==> src/rtl/instruction_fetcher_pkg.sv <==
// Shared types and constants for the instruction fetch stage.
package instruction_fetcher_pkg;

    localparam int unsigned XLEN = 32;
    localparam int unsigned ILEN = 32;
    localparam int unsigned OPC_W = 7;

    localparam logic [OPC_W-1:0] OPC_JAL = 7'b1101111;

    typedef enum logic [1:0] {
        ST_LOOKUP  = 2'd0,
        ST_MEM     = 2'd1,
        ST_FILL    = 2'd2,
        ST_DISCARD = 2'd3
    } fetch_state_e;

    // Payload held in the single-entry output register towards the decoder.
    typedef struct packed {
        logic [XLEN-1:0] pc;
        logic [ILEN-1:0] inst;
        logic            pred_taken;
    } fetch_out_t;

    // PCs are halfword aligned; bit 0 is never stored.
    function automatic logic [XLEN-1:0] halfword_align(input logic [XLEN-1:0] addr);
        return {addr[XLEN-1:1], 1'b0};
    endfunction

endpackage

==> src/rtl/ifetch_jal_predecode.sv <==
// Combinational JAL predecode: flags a JAL and computes its pc-relative target.
module ifetch_jal_predecode
    import instruction_fetcher_pkg::*;
(
    input  logic [ILEN-1:0] inst,
    input  logic [XLEN-1:0] pc,
    output logic            is_jal,
    output logic [XLEN-1:0] target
);

    logic [XLEN-1:0] imm_j;
    logic [4:0]      unused_rd;

    // rd does not influence the predicted target
    assign unused_rd = inst[11:7];

    assign is_jal = (inst[OPC_W-1:0] == OPC_JAL);
    assign imm_j  = {{12{inst[31]}}, inst[19:12], inst[20], inst[30:21], 1'b0};
    assign target = pc + imm_j;

endmodule

==> src/rtl/instruction_fetcher.sv <==
// Fetch stage: PC, cache lookup, miss refill from memory, valid/ready to decoder.
// Optional build macro IFETCH_JAL_PREDICT_EN enables JAL target prediction.
module instruction_fetcher
    import instruction_fetcher_pkg::*;
#(
    parameter logic [XLEN-1:0] RESET_PC = 32'h0000_0000
)
(
    input  logic            clk,
    input  logic            rst,
    input  logic            rdy,
    input  logic            flush,
    input  logic [XLEN-1:0] flush_pc,
    output logic [XLEN-1:0] ic_addr,
    output logic            ic_wr,
    output logic [ILEN-1:0] ic_data,
    input  logic            ic_hit,
    input  logic [ILEN-1:0] ic_result,
    output logic            mem_req_valid,
    output logic [XLEN-1:0] mem_req_addr,
    input  logic            mem_resp_valid,
    input  logic [ILEN-1:0] mem_resp_data,
    output logic            inst_valid,
    input  logic            inst_ready,
    output logic [ILEN-1:0] inst,
    output logic [XLEN-1:0] inst_pc,
    output logic            inst_pred_taken
);

    fetch_state_e    state_q, state_d;
    logic [XLEN-1:0] pc_q, pc_d;
    logic [XLEN-1:0] req_addr_q, req_addr_d;
    logic [ILEN-1:0] fill_data_q, fill_data_d;
    fetch_out_t      out_q, out_d;
    logic            inst_valid_q, inst_valid_d;
    logic [XLEN-1:0] next_pc;
    logic            hit_pred;
    logic            entry_free;

`ifdef IFETCH_JAL_PREDICT_EN
    logic            is_jal;
    logic [XLEN-1:0] jal_target;

    ifetch_jal_predecode u_predecode (
        .inst   (ic_result),
        .pc     (pc_q),
        .is_jal (is_jal),
        .target (jal_target)
    );

    assign next_pc  = is_jal ? jal_target : (pc_q + XLEN'(4));
    assign hit_pred = is_jal;
`else
    assign next_pc  = pc_q + XLEN'(4);
    assign hit_pred = 1'b0;
`endif

    // Output entry can take a new instruction if empty or being drained this cycle
    assign entry_free = !inst_valid_q || inst_ready;

    // State and datapath registers; rdy low freezes everything
    always_ff @(posedge clk) begin
        if (rst) begin
            state_q      <= ST_LOOKUP;
            pc_q         <= halfword_align(RESET_PC);
            req_addr_q   <= '0;
            fill_data_q  <= '0;
            out_q        <= '0;
            inst_valid_q <= 1'b0;
        end else if (rdy) begin
            state_q      <= state_d;
            pc_q         <= pc_d;
            req_addr_q   <= req_addr_d;
            fill_data_q  <= fill_data_d;
            out_q        <= out_d;
            inst_valid_q <= inst_valid_d;
        end
    end

    // Next-state, datapath updates and cache/memory strobes
    always_comb begin
        state_d       = state_q;
        pc_d          = pc_q;
        req_addr_d    = req_addr_q;
        fill_data_d   = fill_data_q;
        out_d         = out_q;
        inst_valid_d  = inst_valid_q && !inst_ready;
        ic_addr       = pc_q;
        ic_wr         = 1'b0;
        ic_data       = fill_data_q;
        mem_req_valid = 1'b0;
        mem_req_addr  = req_addr_q;

        unique case (state_q)
            ST_LOOKUP: begin
                if (ic_hit) begin
                    if (entry_free) begin
                        out_d        = '{pc: pc_q, inst: ic_result, pred_taken: hit_pred};
                        inst_valid_d = 1'b1;
                        pc_d         = halfword_align(next_pc);
                    end
                end else begin
                    req_addr_d = pc_q;
                    state_d    = ST_MEM;
                end
            end
            ST_MEM, ST_DISCARD: begin
                mem_req_valid = 1'b1;
                if (mem_resp_valid) begin
                    fill_data_d = mem_resp_data;
                    state_d     = ST_FILL;
                end
            end
            ST_FILL: begin
                ic_wr   = 1'b1;
                ic_addr = req_addr_q;
                state_d = ST_LOOKUP;
            end
            default: state_d = ST_LOOKUP;
        endcase

        // Redirect overrides the lookup result; an outstanding read still completes
        if (flush) begin
            pc_d         = halfword_align(flush_pc);
            inst_valid_d = 1'b0;
            out_d        = out_q;
            req_addr_d   = req_addr_q;
            unique case (state_q)
                ST_LOOKUP:          state_d = ST_LOOKUP;
                ST_MEM, ST_DISCARD: state_d = mem_resp_valid ? ST_FILL : ST_DISCARD;
                ST_FILL:            state_d = ST_LOOKUP;
                default:            state_d = ST_LOOKUP;
            endcase
        end
    end

    assign inst_valid      = inst_valid_q;
    assign inst            = out_q.inst;
    assign inst_pc         = out_q.pc;
    assign inst_pred_taken = out_q.pred_taken;

endmodule

==> config.mk <==
export PLATFORM = sky130hd
export DESIGN_NAME = instruction_fetcher
export DESIGN_NICKNAME = d
export VERILOG_FILES = /design/src/rtl/instruction_fetcher_pkg.sv /design/src/rtl/ifetch_jal_predecode.sv /design/src/rtl/instruction_fetcher.sv
export SDC_FILE = /design/constraint.sdc
export NUM_CORES = 1
export LEC_CHECK = 0
export CAP_MARGIN = 20
export CORE_UTILIZATION = 44
export CTS_CLUSTER_SIZE = 20
export DETAILED_ROUTE_END_ITERATION = 7
export GPL_TIMING_DRIVEN = 0
export PLACE_DENSITY = 0.8
export SYNTH_ARGS = -nofsm -noshare
export SYNTH_HDL_FRONTEND = slang
export SYNTH_SLANG_ARGS = --single-unit
==> constraint.sdc <==
create_clock -name clk -period 2.8 [get_ports clk]
set_input_delay 0.56 -clock clk [delete_from_list [all_inputs] [get_ports clk]]
set_output_delay 0.56 -clock clk [all_outputs]
set_load 0.1 [all_outputs]
# After elaboration in Yosys (flattened, before gate mapping)
# Cells that the tools add are included.
# W data, S select, Z words.
[totals]
word_cells = 47
reg_bits = 163
out_inout_bits = 164
[classes]
mux = 17
n_addsub = 1
n_reduce_logical = 15
n_bitwise = 2
eq_ne = 5
[ops]
columns = ["op", "count"]
rows = [
  ["$mux W32", 5],
  ["$add A32 B3 Y32 const B", 1],
  ["$reduce_and A4 Y1", 2],
  ["$mux W1", 7],
  ["$mux W2", 3],
  ["$ne A3 B3 Y1 const B", 2],
  ["$pmux W2 S3", 1],
  ["$reduce_and A3 Y1", 2],
  ["$reduce_bool A2 Y1", 3],
  ["$reduce_and A5 Y1", 1],
  ["$eq A2 B2 Y1 const B", 2],
  ["$pmux W2 S2", 1],
  ["$reduce_or A2 Y1", 2],
  ["$eq A2 B1 Y1 const B", 1],
  ["$logic_not A1 Y1", 2],
  ["$logic_not A2 Y1", 1],
  ["$not A1 Y1", 2],
  ["$logic_and A1 B1 Y1", 1],
  ["$logic_or A1 B1 Y1", 1],
]

# Logic depth before layout (Yosys ltp)
# Gate-level depths: netlist of run 1.
[logic_depth]
word_depth = 6
depth_mapped = 7

# Least setup slack after synthesis of run 1
# No wires, ideal clock.
[synth_timing]
kind = "flip-flop to output port"
from = "register state_q[1]"
to = "output ic_addr[20]"
path_stages_with_launch = 5
n_path_buf = 1
t_arrival_ps = 2420
required_time_ps = 2240
slack_ps = -180
path_cell_list = "dfxtp_1 -> inv_1 -> nor2_1 -> clkbuf_1 -> mux2_2"
[synth_between]
elab_chain_len = 2
[synth_lines]
columns = ["item", "line", "text"]
rows = [
  ["start, declared", "instruction_fetcher.sv:30", "fetch_state_e state_q, state_d;"],
  ["start signal, assigned", "instruction_fetcher.sv:71", "state_q <= state_d;"],
  ["$eq A2 B2 Y1", "instruction_fetcher.sv:94", "unique case (state_q)"],
  ["$mux W32", "instruction_fetcher.sv:94", ""],
  ["end, declared", "instruction_fetcher.sv:14", "output logic [XLEN-1:0] ic_addr,"],
]
# No other way between the ends.

# Worst setup path in the final report of run 1
[layout_timing]
from = "register state_q[1]"
to = "output ic_addr[16]"
# Same word-level chain as after synthesis.

==> summary.txt, run 1 <==
Synthesized instance count - 885
Layout area overhead - 48.5%
Worst path top cell family by delay - buffers and inverters
Required @ worst endpoint - 2.24 ns
Worst setup margin - -0.0248 ns
CP Data Arrival Time - 2.26 ns
Die Wd - 128 um
Prevailing post-synth register cell - dfxtp_1
GRT Util Overall - 0.291
DR DRC count - 0
Slowest CP cell - clkdlybuf4s15_2
Antenna violations before repair - 0
Final hold vios - 0
Die area - 16400 um2
R2R Path Start - pc_q[3]
RSZ-0062 raised after global routing - yes
FP Rows - 45
Most frequent cells in the layout - 283 x nand2_1, 229 x clkdlybuf4s50_1, 160 x dfxtp_1, 148 x a21oi_1, 57 x clkbuf_1
TritonCTS buffer count - 17
CP Capture Type - primary output
Warnings from Yosys - 0
Clock-pin slew on the worst setup and hold paths - 0.06 ns
Post-synth EDFFs - 0
Total global routing overflow - 0
Placeable Area - 15300 um2
VDD IR-drop max - 0.394 mV
Post-DP HPWL - 17100 um
Die H - 128 um
Tmin final - 2.82 ns
Synth cell types - 62
DR iter-0 viols - 657
Routed wire per std cell - 17.0 um
IO Pins - 267
Starting Density - 0.456
Global-route wire length before repair - 36900 um
Clk_lat worst skew - 0.42 ns
N_diodes - 0
Final Util - 0.676
Status - finished, violations left
Vias per cell - 5.32
# nets final - 1273
Worst-Margin Slew - 1.06 ns
Final setup fails - 1
Sink Count - 160
Worst-path maximum fanout - 10
Filler instances - 1345
Hold Path Class - reg2reg
Synth top area share - 0.459
H-tree depth - 4
Largest area contributor in the netlist - dfxtp_1
Critical-path cell list - inv_1, nor2_2, clkbuf_4, mux2_2, clkdlybuf4s15_2
Final Skew - 0.00977 ns
Seq/Total Area, Yosys - 0.459
Largest net degree at the start of global routing - 17
Static Leak - 3.68 nW
Fin Setup TNS - -0.0248 ns
Final Wtd Congestion - 0.944
Worst setup SP type - flop
DR vias - 7396
Worst hold stages - 2
Mean Syn Cell Area - 7.88 um2
Asr flop ratio synth - 0
Largest stage delay, worst path - 0.46 ns
Longest Clk Path Bufs - 2
Worst r2r path cells - 6
CTS tree - yes
Rel. slew slack - 0.290
Count of pins over their slew limit - 0
Drt pass-1 iters - 5
Synth top area cells - dfxtp_1 46%, nand2_1 15%, a21oi_1 11%
Hold path start - ic_data[4]
Reg2reg end - pc_q[22]
Flops & latches, synth - 160
Hold path endpoint - ic_data[4]
Cell Pwr Density - 577 nW/um2
Tcrit/Tclk final - 1.01
Worst R2R Setup Slack - 0.29 ns
Commonest non-fill, non-tap cell in the layout - nand2_1
Failing checks - setup timing
Synth Cell Area - 6980 um2
Fraction of layout cells with a size suffix above 1 - 0.107
Max Cap Violations - 0
Final wirelength - 23700 um
Crit path kind - reg2out
Routed Antenna Nets - 0
Number of global-route vias before repair - 6864
F_max - 354 MHz
Setup WS pre-CTS - -0.534 ns
Port Buffers - 261
Buf/Inv on CP - 3
Cts hold-fix bufs - 0
Root Driver - clkbuf_16
-- Yosys cell counts (all sizes together) (5+ instances only) --
master and count:
a21oi 148, a2bb2oi 5, a32o 5, buf 16, clkbuf 64, dfxtp 160
mux2 31, mux2i 9, nand2 283, nand3 14, nand4 15, nor2 29
nor3 8, nor4 8, o21ai 15, o22ai 5
-- logic make-up (layout without fill, tap and decap cells) --
logic type / Yosys count / after routing / synth area share
simple gates: 387 / 387 / 0.240
mux: 40 / 40 / 0.0629
fa+ha+maj: 1 / 1 / 0.00179
compound gates: 212 / 212 / 0.174
other cells: 1 / 4 / 0.000538
flops: 160 / 160 / 0.459
buf+inv: 84 / 375 / 0.0617
-- metrics by stage --
stage | hold slack (ns) | total power, W | std cells | instance area, um2
2_1_floorplan | 0.456 | 0.00323 | 888 | 6990
3_3_place_gp | 0.441 | 0.00361 | 1360 | 9870
3_5_place_dp | 0.446 | 0.00362 | 1360 | 9870
4_1_cts | 0.454 | 0.00600 | 1389 | 10300
5_1_grt | 0.466 | 0.00616 | 1390 | 10400
6_report | 0.452 | 0.00598 | 1390 | 10400
-- sequential cells by signal, indices dropped and copies added, names as in the netlist --
name / count
pc_q: 31
inst_pc: 31
inst: 32
mem_req_addr: 31
state_q: 2
inst_valid: 1
ic_data: 32
-- worst min-delay path: cells and delay by family, from the launching register on --
kind / cells / cell delay (ns)
simple gates: 1 / 0.05
flops: 1 / 0.31
compound gates: 1 / 0.05
-- layer usage --
layer,share of wire,vias up,global-route usage
met2,0.48,364,0.475
met5,0,-,0
li1,-,3587,-
met4,0.026,0,0.104
met1,0.40,3394,0.368
met3,0.092,51,0.0772
-- worst max path at each step --
stage / cells after the start / start / endpoint / slack, ns
floorplan: 4 / state_q[1] / ic_addr[20] / 0.41
detailed placement: 5 / state_q[1] / ic_addr[16] / -0.53
finish: 5 / state_q[1] / ic_addr[16] / -0.02
global route: 5 / state_q[1] / ic_addr[16] / -0.09
global placement: 5 / state_q[1] / ic_addr[16] / -0.56
CTS: 5 / state_q[1] / ic_addr[16] / -0.16
-- repair_timing --
action,4_1_cts,5_1_grt
endpoints found under the setup margin,32,90
setup buffers,0,0
cloned,0,0
gates resized for setup,156,3
-- area by class of cell --
type / count / area, um2 / share of cell area
flip-flops and latches: 160 / 3200 / 0.309
clock buffers: 23 / 468 / 0.0452
multi-input cells: 644 / 3370 / 0.325
well taps: 211 / 264 / 0.0255
clock inverters: 6 / 133 / 0.0128
plain buffers: 80 / 424 / 0.0410
inverters: 4 / 15.0 / 0.00145
repair buffers: 262 / 2480 / 0.240
-- report_power, final --
part           internal, W  switching [W]  total (W)
Sequential         0.00234      0.0000617    0.00240
Clock              0.00152       0.000896    0.00242
Combinational     0.000347       0.000811    0.00116
Power figures use the tool's default switching activity.
==> run 2: changes to the inputs <==
--- a/config.mk
+++ b/config.mk
@@ -14,3 +14,4 @@
 export SYNTH_ARGS = -nofsm -noshare
 export SYNTH_HDL_FRONTEND = slang
 export SYNTH_SLANG_ARGS = --single-unit
+export TNS_END_PERCENT = 1
==> summary.txt, run 2 (synthesis results as in run 1) <==
Worst setup SP type - flop
DR vias - 7458 (+0.84%)
Met1 Routed Length - 9550 um (-0.24%)
Total global routing overflow - 0 (unchanged)
N_diodes - 0 (unchanged)
DR DRC count - 0 (unchanged)
Layout area overhead - 50.7%
Port Buffers - 261 (unchanged)
Hold path start - ic_data[4]
Fraction of layout cells with a size suffix above 1 - 0.105 (-0.00170)
Static Leak - 3.66 nW (-0.74%)
CP Data Arrival Time - 2.25 ns (about the same)
Clk_lat worst skew - 0.43 ns (about the same)
Final Skew - 0.00981 ns (+0.0000371 ns)
Starting Density - 0.456 (unchanged)
CTS tree - yes
Cell Pwr Density - 570 nW/um2 (-1.3%)
Required @ worst endpoint - 2.24 ns (about the same)
DR top layer - met4
IO Pins - 267 (unchanged)
Worst r2r path cells - 6 (unchanged)
Routed Antenna Nets - 0 (unchanged)
DR iter-0 viols - 722 (+9.9%)
Commonest non-fill, non-tap cell in the layout - nand2_1
RSZ-0062 raised after global routing - yes
Status - finished, violations left
Worst hold stages - 2 (unchanged)
Fin Setup TNS - -0.0264 ns (-0.00165 ns)
CP Capture Type - primary output
R2R Path Start - pc_q[3]
Antenna violations before repair - 0 (unchanged)
Final setup fails - 8 (+7)
Sink Count - 160 (unchanged)
Count of pins over their slew limit - 0 (unchanged)
Largest net degree at the start of global routing - 17 (unchanged)
Root Driver - clkbuf_16
Tmin final - 2.81 ns (-0.0158 ns)
Longest Clk Path Bufs - 2 (unchanged)
Crit. Startpoint - state_q[1]
Placeable Area - 15300 um2 (unchanged)
Worst setup margin - -0.00897 ns (+0.0158 ns)
Die area - 16400 um2 (unchanged)
Rel. slew slack - 0.291 (+0.00121)
Met3 WL post-DR - 2190 um (+0.51%)
Final Wtd Congestion - 0.944 (unchanged)
Drt pass-1 iters - 5 (unchanged)
Post-DP HPWL - 17100 um (unchanged)
Die H - 128 um (unchanged)
Final wirelength - 23700 um (unchanged)
Number of global-route vias before repair - 6891 (+0.39%)
Vias per cell - 5.37 (+0.84%)
Failing checks - setup timing
# nets final - 1273 (unchanged)
Crit path kind - reg2out
Total Power - 0.00600 W (+0.25%)
Worst-path maximum fanout - 10 (unchanged)
Final hold vios - 0 (unchanged)
FP Rows - 45 (unchanged)
Hold Path Class - reg2reg
VDD IR-drop max - 0.397 mV (+0.65%)
Die Wd - 128 um (unchanged)
F_max - 356 MHz (+0.56%)
TritonCTS buffer count - 17 (unchanged)
Met2 WL - 11300 um (+0.17%)
Clock-pin slew on the worst setup and hold paths - 0.06 ns (about the same)
Tcrit/Tclk final - 1.00 (-0.00565)
Worst-Margin Slew - 1.06 ns (-0.00181 ns)
Routed wire per std cell - 17.0 um (unchanged)
H-tree depth - 4 (unchanged)
Max Cap Violations - 0 (unchanged)
GRT Util Overall - 0.291 (unchanged)
Global-route wire length before repair - 36900 um (about the same)
Most frequent cells in the layout - 283 x nand2_1, 229 x clkdlybuf4s50_1, 160 x dfxtp_1, 148 x a21oi_1, 57 x clkbuf_1
run 2: through the flow:
stage	utilization	area, um2	worst slack [ns]	instances	hold WS (ns)
finish	0.687	10500	-0.00897	1390	0.451
global route	0.687	10500	-0.106	1390	0.466
CTS	0.685	10500	-0.157	1389	0.454
detailed placement	0.644	9870	-0.534	1360	0.446
global placement	0.644	9870	-0.560	1360	0.441
floorplan	-	6990	0.410	888	0.456
run 2: path summary, 6_finish.rpt:
kind,endpoint,slack [ns]
setup / recovery,ic_addr[16],-0.009
hold / removal,ic_data[4],0.45
hold reg to reg,ic_data[4],0.45
setup reg to reg,pc_q[22],0.27
run 2: critical path, stage by stage (launching register included):
cell             delay, ns
dfxtp_1               0.35
inv_1                 0.07
nor2_2                0.25
clkbuf_4              0.32
mux2_2                0.37
clkdlybuf4s15_2       0.46
run 2: repair_timing:
| item | CTS | global route |
|---|---|---|
| hold buffers | 0 | 0 |
| setup buffers | 0 | 0 |
| setup endpoints to repair | 32 | 92 |
| pin swaps | 0 | 0 |
| gates resized for setup | 100 | 3 |
run 2: final cells by class:
cell class | count | area [um2]
plain buffers | 80 | 424
clock buffers | 23 | 468
clock inverters | 6 | 133
fillers | 1319 | 4800
inverters | 4 | 15.0
multi-input cells | 644 | 3370
flip-flops and latches | 160 | 3200
well taps | 211 | 264
repair buffers | 262 | 2640
run 2: layer usage:
layer,global-route usage,vias to the layer above
met5,0,-
met4,0.105,0
met3,0.0806,46
met2,0.477,368
met1,0.364,3459
li1,-,3585
run 2: report_power, final:
part	switching, W	total (W)	internal (W)
sequential	0.0000611	0.00240	0.00234
combinational	0.000812	0.00117	0.000362
clock	0.000896	0.00242	0.00152
total	0.00177	0.00600	0.00423
==> run 3: changes to the inputs <==
--- a/config.mk
+++ b/config.mk
@@ -11,6 +11,8 @@
 export DETAILED_ROUTE_END_ITERATION = 7
 export GPL_TIMING_DRIVEN = 0
 export PLACE_DENSITY = 0.8
+export SKIP_CTS_REPAIR_TIMING = 1
+export SLEW_MARGIN = 10
 export SYNTH_ARGS = -nofsm -noshare
 export SYNTH_HDL_FRONTEND = slang
 export SYNTH_SLANG_ARGS = --single-unit
==> constraint.sdc (replaced) <==
create_clock -name clk -period 3.1 [get_ports clk]
set_input_delay 0.62 -clock clk [delete_from_list [all_inputs] [get_ports clk]]
set_output_delay 0.62 -clock clk [all_outputs]
set_load 0.1 [all_outputs]
==> summary.txt, run 3 (synthesis results as in run 1) <==
Worst-Margin Slew - 1.10 ns (+0.0366 ns)
Tcrit/Tclk final - 0.977
Tmin final - 3.03 ns
Final hold vios - 0 (unchanged)
FP Rows - 45 (unchanged)
Placeable Area - 15300 um2 (unchanged)
GRT Util Overall - 0.290 (about the same)
Static Leak - 3.66 nW (+0.20%)
Power share of the sequential group - 0.409 (+0.008)
Cell Pwr Density - 515 nW/um2 (-9.7%)
H-tree depth - 4 (unchanged)
Hold path start - inst[24]
Required @ worst endpoint - 2.48 ns (+0.24 ns)
Worst hold stages - 2 (unchanged)
Starting Density - 0.456 (unchanged)
TritonCTS buffer count - 17 (unchanged)
R2R Path Start - pc_q[3]
Longest Clk Path Bufs - 2 (unchanged)
Switching power of the nets - 0.00163 W (-8.0%)
Max Cap Violations - 0 (unchanged)
Vias per cell - 5.39 (+0.43%)
Sw frac - 0.307 (+0.0115)
Root Driver - clkbuf_16
Final Skew - 0.00806 ns (-0.00175 ns)
CP Capture Type - primary output
DR vias - 7501 (+0.58%)
Cell area after layout - 10300 um2 (-2.0%)
VDD IR-drop max - 0.357 mV (-9.9%)
Register area - 3200 um2 (unchanged)
N_diodes - 0 (unchanged)
Final setup fails - 0 (-8)
Post-DP HPWL - 17100 um (about the same)
Layout area overhead - 47.8%
Hold Path Class - reg2reg
Routed wire per std cell - 17.1 um (+0.14%)
Critical-path cell list - inv_1, nor2_2, clkbuf_1, mux2_2, clkbuf_2
Commonest non-fill, non-tap cell in the layout - nand2_1
Logic pwr share - 0.197 (about the same)
Die area - 16400 um2 (unchanged)
Buf/Inv on CP - 3 (unchanged)
Sink Count - 160 (unchanged)
Status - complete, no violations
Number of global-route vias before repair - 7065 (+2.5%)
Total Power - 0.00531 W (-11%)
Total global routing overflow - 0 (unchanged)
Hold path endpoint - inst[24]
Placed instance area - 9870 um2 (about the same)
Die Wd - 128 um (unchanged)
Port Buffers - 261 (unchanged)
Final wirelength - 23700 um (+0.29%)
Final Wtd Congestion - 0.930 (-1.4%)
Routed Antenna Nets - 0 (unchanged)
CP Data Arrival Time - 2.41 ns (+0.16 ns)
Largest stage delay, worst path - 0.47 ns (about the same)
Reg2reg end - pc_q[22]
Clk pwr share - 0.395 (-0.009)
Antenna violations before repair - 0 (unchanged)
Worst-path maximum fanout - 10 (unchanged)
DR DRC count - 0 (unchanged)
Fraction of layout cells with a size suffix above 1 - 0.107 (+0.00152)
Die H - 128 um (unchanged)
Largest net degree at the start of global routing - 17 (unchanged)
Final Util - 0.673 (-0.0134)
RSZ-0062 raised after global routing - yes
Most frequent cells in the layout - 283 x nand2_1, 229 x clkdlybuf4s50_1, 160 x dfxtp_1, 148 x a21oi_1, 57 x clkbuf_1
Multi-input logic area - 3360 um2 (-0.26%)
DR iter-0 viols - 699 (-3.2%)
Drt pass-1 iters - 8 (+3)
# nets final - 1273 (unchanged)
Filler instances - 1325 (+0.45%)
Clock-pin slew on the worst setup and hold paths - 0.06 ns (about the same)
CTS tree - yes
Count of pins over their slew limit - 0 (unchanged)
Crit path kind - reg2out
Global-route wire length before repair - 36800 um (-0.37%)
Rel. slew slack - 0.263 (-0.0283)
Clk_lat worst skew - 0.43 ns (about the same)
Worst R2R Setup Slack - 0.49 ns (+0.22 ns)
Worst path top cell family by delay - buffers and inverters
Worst r2r path cells - 5 (-1)
IO Pins - 267 (unchanged)
Slowest CP cell - clkbuf_1
Int Pwr - 0.00368 W (-13%)
Fin Setup TNS - 0 ns (+0.0264 ns)
Worst setup SP type - flop
F_max - 330 MHz
-- run 3: area by class of cell --
cell class              instances  area share
flip-flops and latches        160       0.311
clock buffers                  20      0.0424
clock inverters                11      0.0137
plain buffers                  80      0.0405
multi-input cells             644       0.326
well taps                     211      0.0256
repair buffers                262       0.240
inverters                       4     0.00146
-- run 3: worst max path at each step --
stage	start	end	slack [ns]	depth (start not counted)
after global placement	state_q[1]	ic_addr[1]	-0.41	5
final	state_q[1]	ic_addr[28]	0.07	5
after floorplan	state_q[1]	ic_addr[20]	0.06	4
after detailed placement	state_q[1]	ic_addr[3]	-0.42	5
after global routing	state_q[1]	ic_addr[28]	-0.05	5
after CTS	state_q[1]	ic_addr[3]	-0.89	5
-- run 3: power by group through the flow --
stage	logic, W	clock network (W)	registers, W
3_3_place_gp	0.00105	0	0.00221
3_5_place_dp	0.00105	0	0.00221
2_1_floorplan	0.000511	0	0.00241
6_report	0.00104	0.00210	0.00217
4_1_cts	0.00106	0.00211	0.00217
5_1_grt	0.00109	0.00221	0.00217
-- run 3: tightest hold or removal path, stage by stage, from the launching register on --
cell	delay, ns
dfxtp_1	0.31
nand2_1	0.05
a21oi_1	0.05
-- run 3: routing by layer --
layer  routed length (um)  global-route usage  vias up
li1                     -                   -     3583
met1                 9530               0.360     3485
met2                11400               0.478      378
met3                 2110              0.0714       55
met4                  715               0.130        0
met5                    0                   0        -
-- run 3: metrics by stage --
step	cells	hold slack [ns]	setup slack [ns]
2_1_floorplan	888	0.456	0.0604
3_3_place_gp	1360	0.440	-0.407
3_5_place_dp	1361	0.446	-0.418
4_1_cts	1392	0.454	-0.891
5_1_grt	1392	0.469	-0.0453
6_report	1392	0.452	0.0721
